[config.mk]
export PLATFORM = sky130hd
export DESIGN_NAME = exp_gate_3_share_feeder
export DESIGN_NICKNAME = d
export VERILOG_FILES = /design/src/rtl/exp_gate_3_pkg.sv /design/src/rtl/exp_gate_3_lfsr_adv.sv /design/src/rtl/exp_gate_3_share_feeder.sv
export SDC_FILE = /design/constraint.sdc
export NUM_CORES = 1
export LEC_CHECK = 0
export ABC_CLOCK_PERIOD_IN_PS = 7900
export BUFFER_PORTS_ARGS = -buffer_cell sky130_fd_sc_hd__buf_2
export CAP_MARGIN = 20
export CORE_MARGIN = 5
export CORE_UTILIZATION = 35
export DETAILED_ROUTE_END_ITERATION = 10
export SLEW_MARGIN = 20
export SYNTH_ARGS = -nofsm -noshare
export SYNTH_HDL_FRONTEND = slang
export SYNTH_SLANG_ARGS = --single-unit
[constraint.sdc]
create_clock -name clk -period 7.9 [get_ports clk]
set_input_delay 0.79 -clock clk [delete_from_list [all_inputs] [get_ports clk]]
set_output_delay 0.79 -clock clk [all_outputs]
set_load 0.01 [all_outputs]
[src/rtl/exp_gate_3_pkg.sv]
// exp_gate_3_pkg: shared types and constants for the EXP_GATE_3 share feeder
//   state_t        : feeder FSM states
//   LFSR_TAPS      : taps s[31], s[21], s[1], s[0] of the 32-bit Fibonacci LFSR
//   ADV_STEPS      : LFSR steps per advance (10 mask bits + 9 refresh bits)
//   MASK_*/RND_*   : bit slices of the advanced state used as masks / refresh bits
//   op_idx_t       : operand bit positions, A=0 ... J=9
package exp_gate_3_pkg;
    typedef enum logic [1:0] {ST_UNSEEDED, ST_WARMUP, ST_RUN} state_t;
    localparam logic [31:0] LFSR_TAPS = 32'h8020_0003;
    localparam int ADV_STEPS = 19;
    localparam int MASK_LO = 0;
    localparam int MASK_HI = 9;
    localparam int RND_LO = 10;
    localparam int RND_HI = 18;
    typedef enum int {OP_A, OP_B, OP_C, OP_D, OP_E, OP_F, OP_G, OP_H, OP_I, OP_J} op_idx_t;
endpackage

[src/rtl/exp_gate_3_lfsr_adv.sv]
// exp_gate_3_lfsr_adv: combinational 19-step advance of the 32-bit Fibonacci LFSR
//   s_in  : current LFSR state
//   s_out : state after ADV_STEPS shifts toward the MSB
module exp_gate_3_lfsr_adv
    import exp_gate_3_pkg::*;
(
    input  logic [31:0] s_in,
    output logic [31:0] s_out
);
    always_comb begin
        s_out = s_in;
        for (int i = 0; i < ADV_STEPS; i++) s_out = {s_out[30:0], ^(s_out & LFSR_TAPS)};
    end
endmodule

[src/rtl/exp_gate_3_share_feeder.sv]
// exp_gate_3_share_feeder: splits unmasked operands into two Boolean shares and
// supplies fresh refresh bits for the masked EXP_GATE_3 netlist.
//   clk, rst_n             : clock, asynchronous active-low reset
//   seed_valid, seed       : LFSR seed load (all-zero seed becomes 1)
//   in_valid/in_ready      : operand handshake, in_data bit0=A ... bit9=J
//   out_valid/out_ready    : output handshake
//   out_share0/out_share1  : share 0 / share 1 per operand
//   out_r                  : refresh bits r0..r8
//   rng_ok                 : LFSR warmed up, feeder in RUN
// Option: define EXP_GATE_3_FEED_REFRESH_EN to advance the LFSR on every
// non-accept cycle in RUN as well.
module exp_gate_3_share_feeder
    import exp_gate_3_pkg::*;
#(
    parameter int WARMUP_CYCLES = 4,
    parameter int LFSR_W = 32
) (
    input  logic                clk,
    input  logic                rst_n,
    input  logic                seed_valid,
    input  logic [31:0]         seed,
    input  logic                in_valid,
    output logic                in_ready,
    input  logic [OP_J:OP_A]    in_data,
    output logic                out_valid,
    input  logic                out_ready,
    output logic [OP_J:OP_A]    out_share0,
    output logic [OP_J:OP_A]    out_share1,
    output logic [8:0]          out_r,
    output logic                rng_ok
);
    localparam logic [7:0] WARM_LAST = 8'(WARMUP_CYCLES - 1);
    state_t            state;
    logic [7:0]        wcnt;
    logic [LFSR_W-1:0] lfsr;
    logic [LFSR_W-1:0] lfsr_nxt;
    logic              accept;
    exp_gate_3_lfsr_adv u_adv (.s_in(lfsr), .s_out(lfsr_nxt));
    assign in_ready = (state == ST_RUN) && (!out_valid || out_ready);
    assign accept   = in_valid && in_ready;
    assign rng_ok   = (state == ST_RUN);
    always_ff @(posedge clk or negedge rst_n) begin
        if (!rst_n) begin
            state      <= ST_UNSEEDED;
            wcnt       <= '0;
            lfsr       <= 32'h1;
            out_valid  <= 1'b0;
            out_share0 <= '0;
            out_share1 <= '0;
            out_r      <= '0;
        end else if (seed_valid) begin
            // seed load wins over any handshake and drops the pending output
            lfsr      <= (seed == '0) ? 32'h1 : seed;
            wcnt      <= '0;
            out_valid <= 1'b0;
            state     <= ST_WARMUP;
        end else begin
            case (state)
                ST_WARMUP: begin
                    lfsr  <= lfsr_nxt;
                    wcnt  <= wcnt + 8'd1;
                    state <= (wcnt == WARM_LAST) ? ST_RUN : ST_WARMUP;
                end
                ST_RUN: begin
                    if (accept) begin
                        lfsr       <= lfsr_nxt;
                        out_share1 <= lfsr_nxt[MASK_HI:MASK_LO];
                        out_share0 <= in_data ^ lfsr_nxt[MASK_HI:MASK_LO];
                        out_r      <= lfsr_nxt[RND_HI:RND_LO];
                        out_valid  <= 1'b1;
                    end else begin
                        if (out_ready) out_valid <= 1'b0;
`ifdef EXP_GATE_3_FEED_REFRESH_EN
                        lfsr <= lfsr_nxt;
`endif
                    end
                end
                default: ;
            endcase
        end
    end
endmodule

**Word-level counts from Yosys, hierarchy flattened**

Index checks and enable logic that the tools add are counted.

- Word-level logic and storage cells: 58
- Output and inout bits: 32
- Register bits after elaboration: 72
- Bits of input ports: 47

- Add/sub/neg operators: 1
- Reduce and logical (&&, ||, !) cells: 31
- Mux-type cells: 13
- Bitwise operators: 2
- Eq/ne operators: 4

Operators by type and width:

| kind | number |
|---|---|
| 32-bit parity | 19 |
| 32-bit 2-to-1 mux | 3 |
| 32-bit one-hot mux with 2 select lines | 1 |
| 32-bit logical NOT | 1 |
| 8-bit 2-to-1 mux | 2 |
| 10-bit bitwise XOR | 1 |
| 8-bit by 1-bit adder with 8-bit output, second input constant | 1 |
| 8-bit by 2-bit == test with 1-bit output, second input constant | 1 |
| 2-bit 2-to-1 mux | 3 |
| 3-bit nonzero test | 2 |
| 1-bit 2-to-1 mux | 4 |
| 2-bit AND reduction | 2 |
| 2-bit nonzero test | 2 |
| 3-bit by 2-bit != test with 1-bit output, second input constant | 1 |
| 3-bit AND reduction | 1 |
| 2-bit by 1-bit == test with 1-bit output, second input constant | 1 |
| 2-bit == test, second input constant | 1 |
| 1-bit logical AND | 2 |
| 1-bit logical NOT | 1 |
| 1-bit logical OR | 1 |
| 1-bit inverter | 1 |

**Depth between registers and ports, before layout**

- Depth in word-level cells: 22
- Mapped depth: 9
- Depth with buffers taken out: 9

**By module**

A second synthesis with hierarchy kept.

- Cells, all modules: 349
- Area total of the unflattened synthesis: 4056.4 sq um

Modules (own cells, without submodules):

| module | cells each | area an instance (sq um) | sequential area each (sq um) | times used |
|---|---|---|---|---|
| exp_gate_3_share_feeder | 276 | 3255.6 | 1803.0 | 1 |
| exp_gate_3_lfsr_adv | 73 | 800.8 | 0.0 | 1 |

**Worst setup path after synthesis**

No wires, ideal clock.

- Path type: flip-flop to flip-flop
- Start point: reg lfsr[0]
- End point: reg out_share0[3] in the netlist's numbering
- Buffers on the path: 0
- Period minus slack after synthesis: 3.147 ns
- Cell stages (with the launch flop): 10
- Setup time: 0.125 ns
- Path slack: 4.753 ns
- Data required time: 7.775 ns
- Arrival: 3.023 ns
- Cells stage by stage: dfstp_2 -> xnor3_1 -> xor2_2 -> xnor2_2 -> xnor2_2 -> xnor3_2 -> xor2_2 -> xnor2_2 -> xor2_1 -> mux2_2

- Longest elaborated chain between the ends: 17

Ends and longest elaborated chain:

| element | RTL line | source |
|---|---|---|
| start, declared | exp_gate_3_share_feeder.sv:35 | `logic [LFSR_W-1:0] lfsr;` |
| start signal, assigned | exp_gate_3_share_feeder.sv:53 | `lfsr <= (seed == '0) ? 32'h1 : seed;` |
| start signal, assigned | exp_gate_3_share_feeder.sv:60 | `lfsr <= lfsr_nxt;` |
| start signal, assigned | exp_gate_3_share_feeder.sv:66 | `lfsr <= lfsr_nxt;` |
| 32-bit parity (15 in a row) | exp_gate_3_lfsr_adv.sv:12 | `for (int i = 0; i < ADV_STEPS; i++) s_out = {s_out[30:0], ^(s_out & LFSR_TAPS)};` |
| 32-bit parity (*) | exp_gate_3_lfsr_adv.sv:12 |  |
| 10-bit bitwise XOR (*) | exp_gate_3_share_feeder.sv:68 | `out_share0 <= in_data ^ lfsr_nxt[MASK_HI:MASK_LO];` |
| end signal, assigned | exp_gate_3_share_feeder.sv:68 |  |
| end, declared | exp_gate_3_share_feeder.sv:27 | `output logic [OP_J:OP_A] out_share0,` |

Every way passes the cells marked *; elsewhere a longest branch is shown, timed or not.
A chain may end at the register's enable or synchronous reset.

**Final worst setup path**

- Start point: reg lfsr[0]
- End point: reg lfsr[0]

- Longest elaborated chain between the ends: 22

Ends and longest elaborated chain:

| element | RTL line | source |
|---|---|---|
| 32-bit parity (18 in a row) | exp_gate_3_lfsr_adv.sv:12 |  |
| 32-bit parity (*) | exp_gate_3_lfsr_adv.sv:12 |  |
| 32-bit 2-to-1 mux | exp_gate_3_share_feeder.sv:65 | `if (accept) begin` |
| 32-bit one-hot mux with 2 select lines (*) | exp_gate_3_share_feeder.sv:58 | `case (state)` |
| 32-bit 2-to-1 mux (*) | exp_gate_3_share_feeder.sv:51 | `end else if (seed_valid) begin` |

Every way passes the cells marked *; elsewhere a longest branch is shown, timed or not. The select of a mux whose other input is x is not followed.

==> summary.txt <==
Worst setup path
  • Worst endpoint required time: 8130 ps
  • Kind of start point of the critical path: flop
  • Critical Path Sink Type: flop
  • Crit-path max FO: 9
  • CP Launch Point: lfsr[0]$_DFFE_PN1P_
  • Crit Path Category: flop to flop
  • R2R Path Start: lfsr[0]$_DFFE_PN1P_
  • Worst endpoint data arrival time: 3690 ps

Final layout
  • Synthesis-to-finish area growth: 19.4%
  • Final #Nets: 531
  • Layout cells sized above 1: 0.225
  • N_diodes: 0

Global route
  • Aggregate global routing overflow: 0
  • Vias in the first global route: 3,215
  • First-pass GRT wire length: 16,800 µm
  • GRT Util Overall: 0.163
  • Initial antenna violation count: 0
  • Largest net degree at the start of global routing: 73

STA
  • Final Skew: 10.4 ps
  • Fin crit share: 0.437
  • Tmin final: 3450 ps
  • Setup TNS: 0 ps
  • Final Setup Violations: 0
  • Max transition margin: 0.371
  • Maximum clock rate: 0.290 GHz
  • Hold Fails Final Rpt: 0
  • Setup repair after global routing missed its margin: no
  • Slew Limit Fails: 0
  • Pin slew with the least headroom to its limit: between 900 and 1000 ps

Synth
  • Syn Nets: 457
  • Gate Count Post-Synth: 409
  • Main combinational cell family by area after synthesis: XOR/XNOR gates
  • Post-Synth Adder-Cell Area: 0.00325
  • Seq cells post-synth: 72
  • Distinct cells, synth: 38
  • Compound-Gate Fraction of Synth Area: 0.125
  • Mux cell area share after synthesis: 0.00812
  • Xor and xnor area share after synthesis: 0.202
  • Synth Area per Inst: ~9.4 µm²
  • Async S/R FF share, synth: 1.00
  • Mapped cell area: 3850 µm²
  • Number of synthesis warnings: 0
  • Synth Area in Simple Gates: 0.171
  • Register area share after synthesis: 0.468
  • Top FF cell, synth: dfrtp_1
  • Number of flops mapped to enable cells by yosys: 0

Detailed routing
  • DR vias: around 3,200
  • Via-to-Cell Ratio: between 5 and 6
  • DRC viols: 0
  • WL/cell: around 17 µm
  • DRT antenna net count: 0
  • First-pass detailed-route iteration total: 4
  • Final wirelength: ~11,000 µm
  • 1st-iter DRT viols: 177

Clocking
  • CTS tree: yes
  • Clock Pin Slew Worst Setup and Hold Paths: 70 ps
  • Clock Latency Late Sink: 350 ps
  • CTS root buffer: clkbuf_8
  • H-tree depth: 3
  • Post-CTS sizing: 0
  • Hold-fix buffers, CTS: 0
  • CTS sink count: 72
  • Max Buffers Root-to-Sink: 2
  • Post-CTS Setup Bufs: 0
  • CTS Buf Count: 9

Place
  • DP HPWL: 8020 µm
  • GP Congestion: 0.909
  • IO buf count: 78

Floorplanning
  • Die span in y: 115 µm
  • Starting Density: 0.357
  • IO Pins: slightly below 80
  • # rows: 38
  • DIE AREA: 13,200 µm²
  • Core footprint: 10,800 µm²
  • Chip Width: roughly 110 µm

Worst hold path
  • Hold_sp: out_share0[5]$_DFFE_PN0P_
  • Hold Path Class: flop to flop

Flow run
  • Max_cap viols: 0

Outcome
  • Status: finished clean
==> Yosys cell counts (2+ instances only) <==
cell      count  share of area
nor4_1        9          0.015
nor3_1        3         0.0039
a221oi_1     17          0.039
a21oi_1      21          0.027
a211oi_1      2         0.0039
dfrtp_1      71           0.46
xnor3_1       2          0.012
a31oi_1       2         0.0032
xnor2_1      38          0.086
xnor2_2       5          0.021
nand3_1       4         0.0052
a22oi_1       2         0.0039
xor2_2        3          0.013
nor2_1       70          0.068
nand2_1      55          0.054
inv_1         4         0.0039
clkbuf_1     19          0.019
o21ai_0      29          0.038
mux2i_1       2         0.0052
xor2_1       25          0.057
or3_1         3         0.0049
and3_1        2         0.0032
nand4_1       6         0.0097
==> cells by family after synthesis <==
logic type | after synthesis
XOR/XNOR | 75
AO/OA/AOI/OAI | 78
buffers and inverters | 24
adder cells (fa/ha/maj) | 1
AND/OR/NAND/NOR | 156
multiplexers | 3
flip-flops | 72
==> placed cells by master (no fill, tap or decap), drive strengths merged, types with 2 or more instances in the layout <==
cell / count
clkbuf: 13
xor2: 28
nand4: 6
dfrtp: 71
a21oi: 21
nor2: 70
inv: 4
or3: 3
nand2: 55
a22oi: 2
nor3: 3
o21ai: 30
bufinv: 2
nand3: 4
buf: 83
and3: 2
a211oi: 2
a221oi: 17
xnor3: 3
mux2i: 2
a31oi: 2
nor4: 9
xnor2: 44
==> area by class of cell <==
cell class                 instances  area (µm²)
sequential                        72        1800
tap                              140         175
clock inverter                     3        65.1
multi-input combinational        313        1960
fill                            1042        6190
clock buffer                      13         149
inverter                           4        15.0
timing repair buffer              83         428
==> layer usage <==
| layer | vias up | global-route usage | routed length, µm |
|---|---|---|---|
| met1 | 1548 | 0.246 | 5130 |
| met3 | 8 | 0.0447 | 924 |
| li1 | 1542 | - | - |
| met2 | 137 | 0.235 | 4410 |
| met4 | 0 | 0.0360 | 75 |
| met5 | - | 0 | 0 |
==> worst paths after layout <==
kind,depth (start not counted),slack (ps),end
worst max-delay path,9,4450,lfsr[0]$_DFFE_PN1P_
worst min-delay path,2,470,out_share0[5]$_DFFE_PN0P_
worst max register to register,9,4450,lfsr[0]$_DFFE_PN1P_
worst min register to register,2,470,out_share0[5]$_DFFE_PN0P_
max in group asynchronous,2,6640,lfsr[13]$_DFFE_PN0P_
min in group asynchronous,2,680,out_share1[0]$_DFFE_PN0P_
==> metrics by stage <==
stage	cells	area [µm²]	hold slack (ps)	util	worst slack (ps)
2_1_floorplan	409	3850	450	-	4750
3_3_place_gp	612	4390	449	0.406	4600
3_5_place_dp	612	4390	465	0.406	4480
4_1_cts	628	4600	482	0.426	4470
5_1_grt	628	4600	516	0.426	4280
6_report	628	4600	475	0.426	4450
==> critical path, cell delays in order, from the launching register on <==
cell,delay (ps)
dfstp_2,570
xnor3_1,430
xor2_2,310
xnor2_2,190
xnor2_2,310
xnor3_2,610
xor2_2,240
xnor2_2,230
xnor2_1,320
a31oi_1,130
==> registers in the layout (all words and copies together) (netlist names) <==
name        cells
out_valid       1
out_r           9
out_share1     10
state           2
lfsr           32
out_share0     10
wcnt            8
Power is left out: the tool's default activity adds up to more than one toggle a clock period on the data nets, which glitch-free logic cannot reach.
